### config.mk
export PLATFORM = sky130hd
export DESIGN_NAME = stack_param
export DESIGN_NICKNAME = d
export VERILOG_FILES = /design/src/rtl/stack_param.sv
export SDC_FILE = /design/constraint.sdc
export NUM_CORES = 1
export LEC_CHECK = 0
export ABC_AREA = 1
export CORE_ASPECT_RATIO = 1.1
export CORE_MARGIN = 1
export CORE_UTILIZATION = 45
export CTS_BUF_LIST = sky130_fd_sc_hd__clkbuf_16
export CTS_CLUSTER_DIAMETER = 120
export CTS_CLUSTER_SIZE = 10
export DETAILED_ROUTE_END_ITERATION = 10
export PLACE_DENSITY_LB_ADDON = 0.15
export SLEW_MARGIN = 0
export SYNTH_ARGS = -nofsm -noshare
export SYNTH_HDL_FRONTEND = slang
export SYNTH_SLANG_ARGS = --single-unit
### constraint.sdc
create_clock -name clk -period 5.2 [get_ports clk]
set_clock_uncertainty 0.05 [all_clocks]
set_input_delay 1.04 -clock clk [delete_from_list [all_inputs] [get_ports clk]]
set_output_delay 1.04 -clock clk [all_outputs]
set_load 0.02 [all_outputs]
### src/rtl/stack_param.sv
// stack_param: LIFO stack held in a circular buffer, with optional overwrite of the oldest word on full.
// PUSH/POP/GET are sampled every clock edge, and their results are registered one cycle later.
module stack_param #(
  parameter  int WIDTH     = 4,
  parameter  int DEPTH     = 5,
  parameter  int OVERWRITE = 1,
  localparam int IW        = ($clog2(DEPTH) > 1) ? $clog2(DEPTH) : 1,
  localparam int LW        = $clog2(DEPTH + 1)
) (
  input  logic             clk,
  input  logic             reset,
  input  logic [1:0]       command,
  input  logic [IW-1:0]    index,
  input  logic [WIDTH-1:0] data_in,
  output logic [WIDTH-1:0] data_out,
  output logic             data_valid,
  output logic             error,
  output logic [LW-1:0]    level,
  output logic             full,
  output logic             empty
);

  typedef enum logic [1:0] {
    CMD_NOP  = 2'b00,
    CMD_PUSH = 2'b01,
    CMD_POP  = 2'b10,
    CMD_GET  = 2'b11
  } cmd_e;

  cmd_e             cmd;
  logic [WIDTH-1:0] mem [DEPTH];
  logic [IW-1:0]    wp;
  logic [IW-1:0]    wp_inc;
  logic [IW-1:0]    wp_dec;
  logic [IW-1:0]    get_addr;
  logic             get_ok;
  int               offs;

  assign cmd = cmd_e'(command);

  // Explicit modulo-DEPTH wrap, so non-power-of-two depths need no special handling.
  always_comb begin
    // NOTE: every combinational output is assigned before any conditional override, so no latch is inferred.
    wp_inc = wp + 1'b1;
    wp_dec = wp - 1'b1;
    if (wp == IW'(DEPTH - 1)) wp_inc = '0;
    if (wp == '0)             wp_dec = IW'(DEPTH - 1);
    get_ok = int'(index) < int'(level);
    offs   = int'(wp) - 1 - int'(index);
    if (offs < 0) offs = offs + DEPTH;
    get_addr = IW'(offs);
  end

  assign full  = (level == LW'(DEPTH));
  assign empty = (level == '0);

  always_ff @(posedge clk) begin
    if (!reset) begin
      // NOTE: the storage is cleared in reset because words must read as zero after reset, which keeps the array out of plain RAM macros.
      for (int i = 0; i < DEPTH; i++) mem[i] <= '0;
      wp         <= '0;
      level      <= '0;
      data_out   <= '0;
      data_valid <= 1'b0;
      error      <= 1'b0;
    end else begin
      // NOTE: all state uses non-blocking assignment, so every read below sees the value from before this edge.
      data_valid <= 1'b0;
      error      <= 1'b0;
      case (cmd)
        CMD_PUSH: begin
          if (!full || OVERWRITE != 0) begin
            mem[wp] <= data_in;
            wp      <= wp_inc;
            if (!full) level <= level + 1'b1;
          end else begin
            error <= 1'b1;
          end
        end
        CMD_POP: begin
          if (!empty) begin
            data_out   <= mem[wp_dec];
            data_valid <= 1'b1;
            wp         <= wp_dec;
            level      <= level - 1'b1;
          end else begin
            error <= 1'b1;
          end
        end
        CMD_GET: begin
          if (get_ok) begin
            data_out   <= mem[get_addr];
            data_valid <= 1'b1;
          end else begin
            error <= 1'b1;
          end
        end
        default: ;
      endcase
    end
  end

endmodule

# [Yosys cells after proc, flatten, opt, wreduce, memory -nomap -nowiden]
# Memory sizes are Yosys's and may differ from the RTL's.
# Index checks and enable logic that the tools add are counted.
[totals] out_inout_bits=11 memories=1 elab_cells=55 inputBits=11 ramBits=20 register_bits=12
[memory_table] memory="mem" words=5 word_bits=4 read_ports=2 rd_ports_with_merged_regs=0 write_ports=5 line_no="31" text="logic [WIDTH-1:0] mem [DEPTH];"
[op_classes] add_sub_neg=7 reduce_logical=8 mux=24 order_cmp=2 n_eq_ne=8
[op_table] operator="$mux 3" count=7
[op_table] operator="$mux 4" count=3
[op_table] operator="$pmux 3 s2" count=2
[op_table] operator="$mux 1" count=9
[op_table] operator="$pmux 4 s2" count=1
[op_table] operator="$add 3x1->3 const B" count=2
[op_table] operator="$eq 3x3->1 const B" count=2
[op_table] operator="$logic_not 3->1" count=2
[op_table] operator="$ne 2x2->1 const B" count=3
[op_table] operator="$reduce_and 3->1" count=2
[op_table] operator="$sub 3x1->3 const B" count=2
[op_table] operator="$lt 5x1->1 const B" count=1
[op_table] operator="$sub 4x4->5" count=1
[op_table] operator="$eq 2x2->1 const B" count=2
[op_table] operator="$pmux 1 s2" count=2
[op_table] operator="$reduce_bool 2->1" count=2
[op_table] operator="$reduce_or 4->1" count=1
[op_table] operator="$sub 3x1->4 const B" count=1
[op_table] operator="$add 3x3->3 const B" count=1
[op_table] operator="$lt 3x3->1" count=1
[op_table] operator="$eq 2x1->1 const B" count=1
[op_table] operator="$reduce_and 2->1" count=1

# [Logic depth before layout (Yosys ltp)]
# Gate-level depths: netlist of the first run.
# An unclocked memory read counts as a cell.
[logic_depth] word_depth=7 ltp_mapped=14 mapped_depth_nobuf=14

# [Worst setup path before layout of the first run]
# OpenSTA, ideal clock, no wires.
[synth_path] path_kind="input to register" from="input index[0]" to="register data_out[0]" path_stages=11 t_arrival_ns=2.689 setup_ns=0.066 slack_ns=2.395 n_path_buf=0 path_cell_list="ha_1 fa_1 inv_1 ha_1 inv_1 nand2_1 o21ai_2 nand3_1 nand3_1 nand3_1 a21oi_2"
[synth_between] elab_chain_len=6
[synth_lines] item="start: declaration" line_no="13" text="input logic [IW-1:0] index,"
[synth_lines] item="$sub 4x4->5" line_no="49" text="offs = int'(wp) - 1 - int'(index);"
[synth_lines] item="$lt 5x1->1 / $add 3x3->3 (equally long branches)" line_no="50" text="if (offs < 0) offs = offs + DEPTH;"
[synth_lines] item="$mux 3" line_no="50"
[synth_lines] item="$mem_v2 5x4"
[synth_lines] item="$mux 4" line_no="91" text="if (get_ok) begin"
[synth_lines] item="$pmux 4 s2" line_no="70" text="case (cmd)"
[synth_lines] item="end signal: assignment" line_no="82" text="data_out <= mem[wp_dec];"
[synth_lines] item="end signal: assignment" line_no="92" text="data_out <= mem[get_addr];"
[synth_lines] item="end: declaration" line_no="15" text="output logic [WIDTH-1:0] data_out,"
# Parallel ways exist; a longest one is shown, timed or not. The select of a mux whose other input is x is not followed.
# A chain may end at the register's enable or synchronous reset.

==> qor.txt, run 1 <==
Worst Setup Path Type = input pin to register
fmax = 319 MHz
register area share after synthesis = 43.7%
clk sinks = 44
Worst Tran Pin Value = 725 ps
# Post-CTS Setup Buffers = 0
worst-path cell chain = clkdlybuf4s50_1 -> buf_4 -> inv_1 -> nor2_1 -> inv_1 -> nor2_1 -> inv_1 -> nor3_1
die area = 0.00643 mm²
synth warn = 0
PD cells = 384 mW/mm²
cell area after placement = 0.00304 mm²
Adder-Cell Fraction of Synth Area = 5.55%
drt via density = 5.21
WL final = 6.40 mm
drt initial violations = 166
starting density of the core = 47.1%
hold buffer count at CTS = 0
CP top delay family = simple AND/OR/NAND/NOR gates
H-Tree Depth = 2
Netlist Area Pre-Place = 0.00275 mm²
ys flop type = edfxtp_1
leakage = 1.40 nW
design area = 0.00321 mm²
vias in the first global route = 2232
number of synthesized flops with an enable pin = 32
IO Port Bufs = 21
final setup margin = 2060 ps
total number of vias = 2273
CTS tree = done
Detail Route Antenna Nets = 0
DRC viols = 0
Tot GR Track Use = 22.3%
most frequent cells in the layout = 61 x inv_1, 55 x nand3_1, 54 x nand2_1
Slew Limit Headroom = 51.3%
RSZ-0062 raised after global routing = false
routability cong. = 0.912
Area Growth Syn to Fin = 16.8%
share of cells above drive strength 1 = 9.47%
clk_lat worst skew = 280 ps
Yosys top cell area share = 34.9%
CP max FO = 14
core footprint = 0.00584 mm²
Tmin final = 3140 ps
critical path launch point type = input pin
largest net degree at the start of global routing = 33
Post-Synth Simple-Gate Area = 27.5%
first-pass detailed-route iteration total = 5
clk root buf = clkbuf_16
Ant. Diodes = 0
WP buf/inv = 5
critical path's most frequent cell = inv_1
CP Data Required Time = 5070 ps
initial antenna violation count = 0
DP HPWL = 5.11 mm
final net count = 380
row count = 29
slowest stage cell, crit path = nor3_1
placed insts = 428
final hold viol count = 0
Post-Layout Cell Count = 436
outcome = finished clean
clock buffer depth = 2
Peak VDD IR = 0.000171 V
Compound-Gate Fraction of Synth Area = 11.8%
Synth area leader = edfxtp_1
total CTS buffers = 5
final setup violation count = 0
setup total negative slack = 0 ps
grt total ovfl = 0
maxcap violations = 0
ranking of synthesized cells by area = edfxtp_1 35%, nand3_1 10%, dfxtp_1 8.7%, inv_1 8.3%, nand2_1 7.4%
arrival time of the worst setup path = 3000 ps
Avg WL per Cell = 14.7 µm
library cells used by synthesis = 35
crit path capture type = register
Die H = 84.0 µm
Avg Inst Size Synth = 8.26 µm²
main combinational cell family by area after synthesis = simple AND/OR/NAND/NOR gates
worst slack, placed = 1740 ps
Post-Syn Instances = 333
Syn Nets = 355
Worst Hold Class = register to register
mux share of post-synthesis cell area = 0%
Final Slew Violations = 0
Max stage delay on crit path = 560 ps
first-pass GRT wire length = 11.0 mm
CTS clk-pin slew, worst paths = 60 ps
Post-CTS Resized = 0
most common cell after layout, fill and taps aside = inv_1
XOR/XNOR Fraction of Synth Area = 1.55%
FFs w/ async S/R, synth = 0%
#FFs+latches synth = 44
Final Cycle Share = 60.3%
Die Wd = 76.5 µm
num ports = 22
==> report_power, final <==
| part | leakage (nW) | switching [mW] | internal, mW | total (mW) |
|---|---|---|---|---|
| sequential | 0.414 | 0.0149 | 0.395 | 0.410 |
| clock | 0.0804 | 0.135 | 0.228 | 0.363 |
| combinational | 0.901 | 0.293 | 0.169 | 0.462 |
| total | 1.40 | 0.443 | 0.792 | 1.24 |
==> per-stage QoR <==
step	total power, mW	util (%)	hold slack [ps]
CTS	1.24	55.0	471
finish	1.24	55.0	464
global placement	0.873	52.1	445
floorplan	0.770	-	509
global route	1.32	55.0	497
detailed placement	0.875	52.1	455
==> cell usage after synthesis (all sizes together), types with 2 or more instances <==
master,number
a21oi,11
dfxtp,12
xnor2,2
xor2,2
edfxtp,32
nor2,30
nand2,62
nand3b,4
ha,9
inv,65
o211ai,18
fa,2
nor3,3
o21ai,12
nand3,57
buf,4
a211oi,2
==> cell type report <==
type,count,area (µm²)
fill,569,2630
multi-input combinational,219,1270
sequential,44,1200
inverter,65,244
timing repair buffer,23,225
clock buffer,5,125
tap,77,96.3
clock inverter,3,46.3
==> worst reg2reg max path, stage by stage, from the launching register on <==
cell	delay, ps
dfxtp_1	440
inv_2	140
ha_1	370
fa_1	550
inv_1	70
ha_1	300
inv_1	50
nand2_1	60
o21ai_2	140
nand3_1	130
nand3_1	100
nand3_1	90
a21oi_2	120
==> worst paths after layout <==
check        cells past startpoint  startpoint           to  slack, ps
max reg2reg                     12       wp[0]  data_out[1]       2520
min reg2reg                      1    level[0]     level[0]        460
min                              1    level[0]     level[0]        460
max                              8       reset    mem[5][0]       2060
==> cell families after synthesis <==
logic type,count (synthesis)
and+or+nand+nor,157
buffers and inverters,70
AOI/OAI and AO/OA,47
DFF,44
adders and majority gates,11
xor gates and xnor gates,4
==> registers in the layout, indices dropped and copies added (netlist names) <==
| register | cells |
|---|---|
| error | 1 |
| data_out | 4 |
| wp | 3 |
| data_valid | 1 |
| mem | 32 |
| level | 3 |
==> routing by layer <==
metal | GRT usage [%] | vias to the layer above | wire [µm]
li1 | - | 1171 | -
met1 | 27.8 | 1034 | 2790
met2 | 37.8 | 54 | 3180
met3 | 3.50 | 14 | 257
met4 | 9.97 | 0 | 169
met5 | 0 | - | 0
Power figures use the tool's default switching activity.
==> inputs of run 2 (changes only) <==
==> constraint.sdc (replaced) <==
create_clock -name clk -period 3.1 [get_ports clk]
set_clock_uncertainty 0.05 [all_clocks]
set_input_delay 0.62 -clock clk [delete_from_list [all_inputs] [get_ports clk]]
set_output_delay 0.62 -clock clk [all_outputs]
set_load 0.02 [all_outputs]
==> qor.txt, run 2 (same netlist as run 1, synthesis figures left out) <==
WL final = 6.55 mm (was 6.40 mm)
outcome = finished clean (unchanged)
first-pass detailed-route iteration total = 4 (was 5)
vias in the first global route = 2311 (was 2232)
r2r setup slk = 390 ps (was 2520 ps)
Sw Ratio = 36.2% (was 35.9%)
CP Data Required Time = 3280 ps (was 5070 ps)
PD cells = 645 mW/mm² (was 384 mW/mm²)
clk sinks = 44 (unchanged)
routability cong. = 0.925 (was 0.912)
Tmin final = 2710 ps
drt initial violations = 202 (was 166)
HP Start = level[0] (unchanged)
Final Slew Violations = 0 (unchanged)
FF-to-FF path depth = 12 (unchanged)
Most flops, register = mem (unchanged)
setup total negative slack = 0 ps (unchanged)
max reg flops = 32 (unchanged)
drt via density = 5.21 (about the same)
P_sw = 0.755 mW (was 0.443 mW)
DRC viols = 0 (unchanged)
Avg WL per Cell = 14.9 µm (was 14.7 µm)
arrival time of the worst setup path = 2890 ps (was 3000 ps)
maxcap violations = 0 (unchanged)
critical path launch point type = register (was input pin)
WHS Path Cells = 1 (unchanged)
num ports = 22 (unchanged)
Worst R2R Start = wp[0] (unchanged)
most frequent cells in the layout = 61 x inv_1, 55 x nand3_1, 54 x nand2_1 (unchanged)
final net count = 382 (was 380)
internal power = 1.33 mW (was 0.792 mW)
sequential fraction of design power = 32.9% (was 33.2%)
fin util = 55.3% (was 55.0%)
combinational share of power = 37.1% (was 37.4%)
Tot GR Track Use = 22.6% (was 22.3%)
Slew Limit Headroom = 71.5% (was 51.3%)
most common cell after layout, fill and taps aside = inv_1 (unchanged)
CP max FO = 8 (was 14)
H-Tree Depth = 2 (unchanged)
Die Wd = 76.5 µm (unchanged)
Ant. Diodes = 0 (unchanged)
largest registers = mem (32), data_out (4) (unchanged)
RSZ-0062 raised after global routing = false (unchanged)
share of cells above drive strength 1 = 9.97% (was 9.47%)
initial antenna violation count = 0 (unchanged)
Post-CTS Resized = 0 (unchanged)
largest net degree at the start of global routing = 33 (unchanged)
core footprint = 0.00584 mm² (unchanged)
fmax = 368 MHz
first-pass GRT wire length = 11.1 mm (was 11.0 mm)
DP HPWL = 5.21 mm (was 5.11 mm)
final hold viol count = 0 (unchanged)
Worst Hold Class = register to register (unchanged)
die area = 0.00643 mm² (unchanged)
Detail Route Antenna Nets = 0 (unchanged)
CTS tree = done (unchanged)
crit path capture type = register (unchanged)
Worst Setup Path Type = register to register (was input pin to register)
hold path endpoint = level[0] (unchanged)
slowest stage cell, crit path = fa_1 (was nor3_1)
Die H = 84.0 µm (unchanged)
row count = 29 (unchanged)
total number of vias = 2281 (was 2273)
final setup violation count = 0 (unchanged)
Area Growth Syn to Fin = 17.4% (was 16.8%)
Worst Tran Pin Value = 425 ps (was 725 ps)
CTS clk-pin slew, worst paths = 70 ps (was 60 ps)
leakage = 1.41 nW (was 1.40 nW)
critical path's most frequent cell = nand3_1 (was inv_1)
worst-path cell chain = inv_2 -> ha_1 -> fa_1 -> inv_1 -> ha_1 -> inv_1 -> nand2_1 -> o21ai_2 -> nand3_1 -> nand3_1 -> nand3_1 -> a21oi_2 (was clkdlybuf4s50_1 -> buf_4 -> inv_1 -> nor2_1 -> inv_1 -> nor2_1 -> inv_1 -> nor3_1)
IO Port Bufs = 21 (unchanged)
FF-to-FF End = data_out[0] (was data_out[1])
grt total ovfl = 0 (unchanged)
total CTS buffers = 5 (unchanged)
clk root buf = clkbuf_16 (unchanged)
fill count = 563 (was 569)
clock buffer depth = 2 (unchanged)
hold buffer count at CTS = 0 (unchanged)
Clk pwr share = 29.9% (was 29.4%)
# Post-CTS Setup Buffers = 0 (unchanged)
Max stage delay on crit path = 550 ps (was 560 ps)
clk_lat worst skew = 290 ps (was 280 ps)
starting density of the core = 47.1% (unchanged)
Peak VDD IR = 0.000313 V (was 0.000171 V)
Final Cycle Share = 87.5%
run 2: layout make-up:
class	count	area (µm²)	share of cell area [%]
Multi-Input combinational cell	219	1270	39.5
Sequential cell	44	1200	37.2
Inverter	65	244	7.56
Timing Repair Buffer	25	240	7.44
Clock buffer	5	125	3.88
Tap cell	77	96.3	2.98
Clock inverter	3	46.3	1.43
run 2: how the worst max path moves through the flow:
stage / start / cells past startpoint / slack (ps) / end
global route: wp[0] / 12 / 180 / data_out[0]
finish: wp[0] / 12 / 390 / data_out[0]
global placement: index[0] / 12 / 170 / data_out[0]
floorplan: wp[1] / 12 / 680 / data_out[0]
detailed placement: index[0] / 12 / 110 / data_out[0]
CTS: wp[0] / 12 / 380 / data_out[0]
run 2: through the flow:
step | setup slack (ps) | power, mW | hold WS [ps] | cell area (µm²) | instances
detailed placement | 111 | 1.47 | 469 | 3060 | 430
finish | 386 | 2.08 | 479 | 3230 | 438
global placement | 170 | 1.46 | 449 | 3060 | 430
global route | 179 | 2.22 | 506 | 3230 | 438
CTS | 380 | 2.09 | 482 | 3230 | 438
floorplan | 677 | 1.29 | 509 | 2750 | 333
run 2: power by group through the flow:
stage	Clock, mW	Combinational, mW	Sequential, mW
finish	0.624	0.773	0.686
detailed placement	0	0.768	0.699
floorplan	0	0.584	0.707
global route	0.657	0.876	0.690
global placement	0	0.761	0.699
CTS	0.634	0.772	0.686
run 2: layer usage:
layer  global-route usage (%)  vias up  share of wire (%)
li1                         -     1175                  -
met3                     3.61       14                3.3
met2                     40.7       41                 50
met5                        0        -                  0
met1                     26.9     1051                 44
met4                     8.04        0                2.5
run 2: worst max-delay path, delay by kind of cell, from the launching register on:
| kind | cells | cell delay, ps |
|---|---|---|
| AO/OA/AOI/OAI | 2 | 260 |
| adder cells (fa/ha/maj) | 3 | 1230 |
| buffers and inverters | 3 | 280 |
| flip-flops | 1 | 450 |
| AND/OR/NAND/NOR | 4 | 390 |
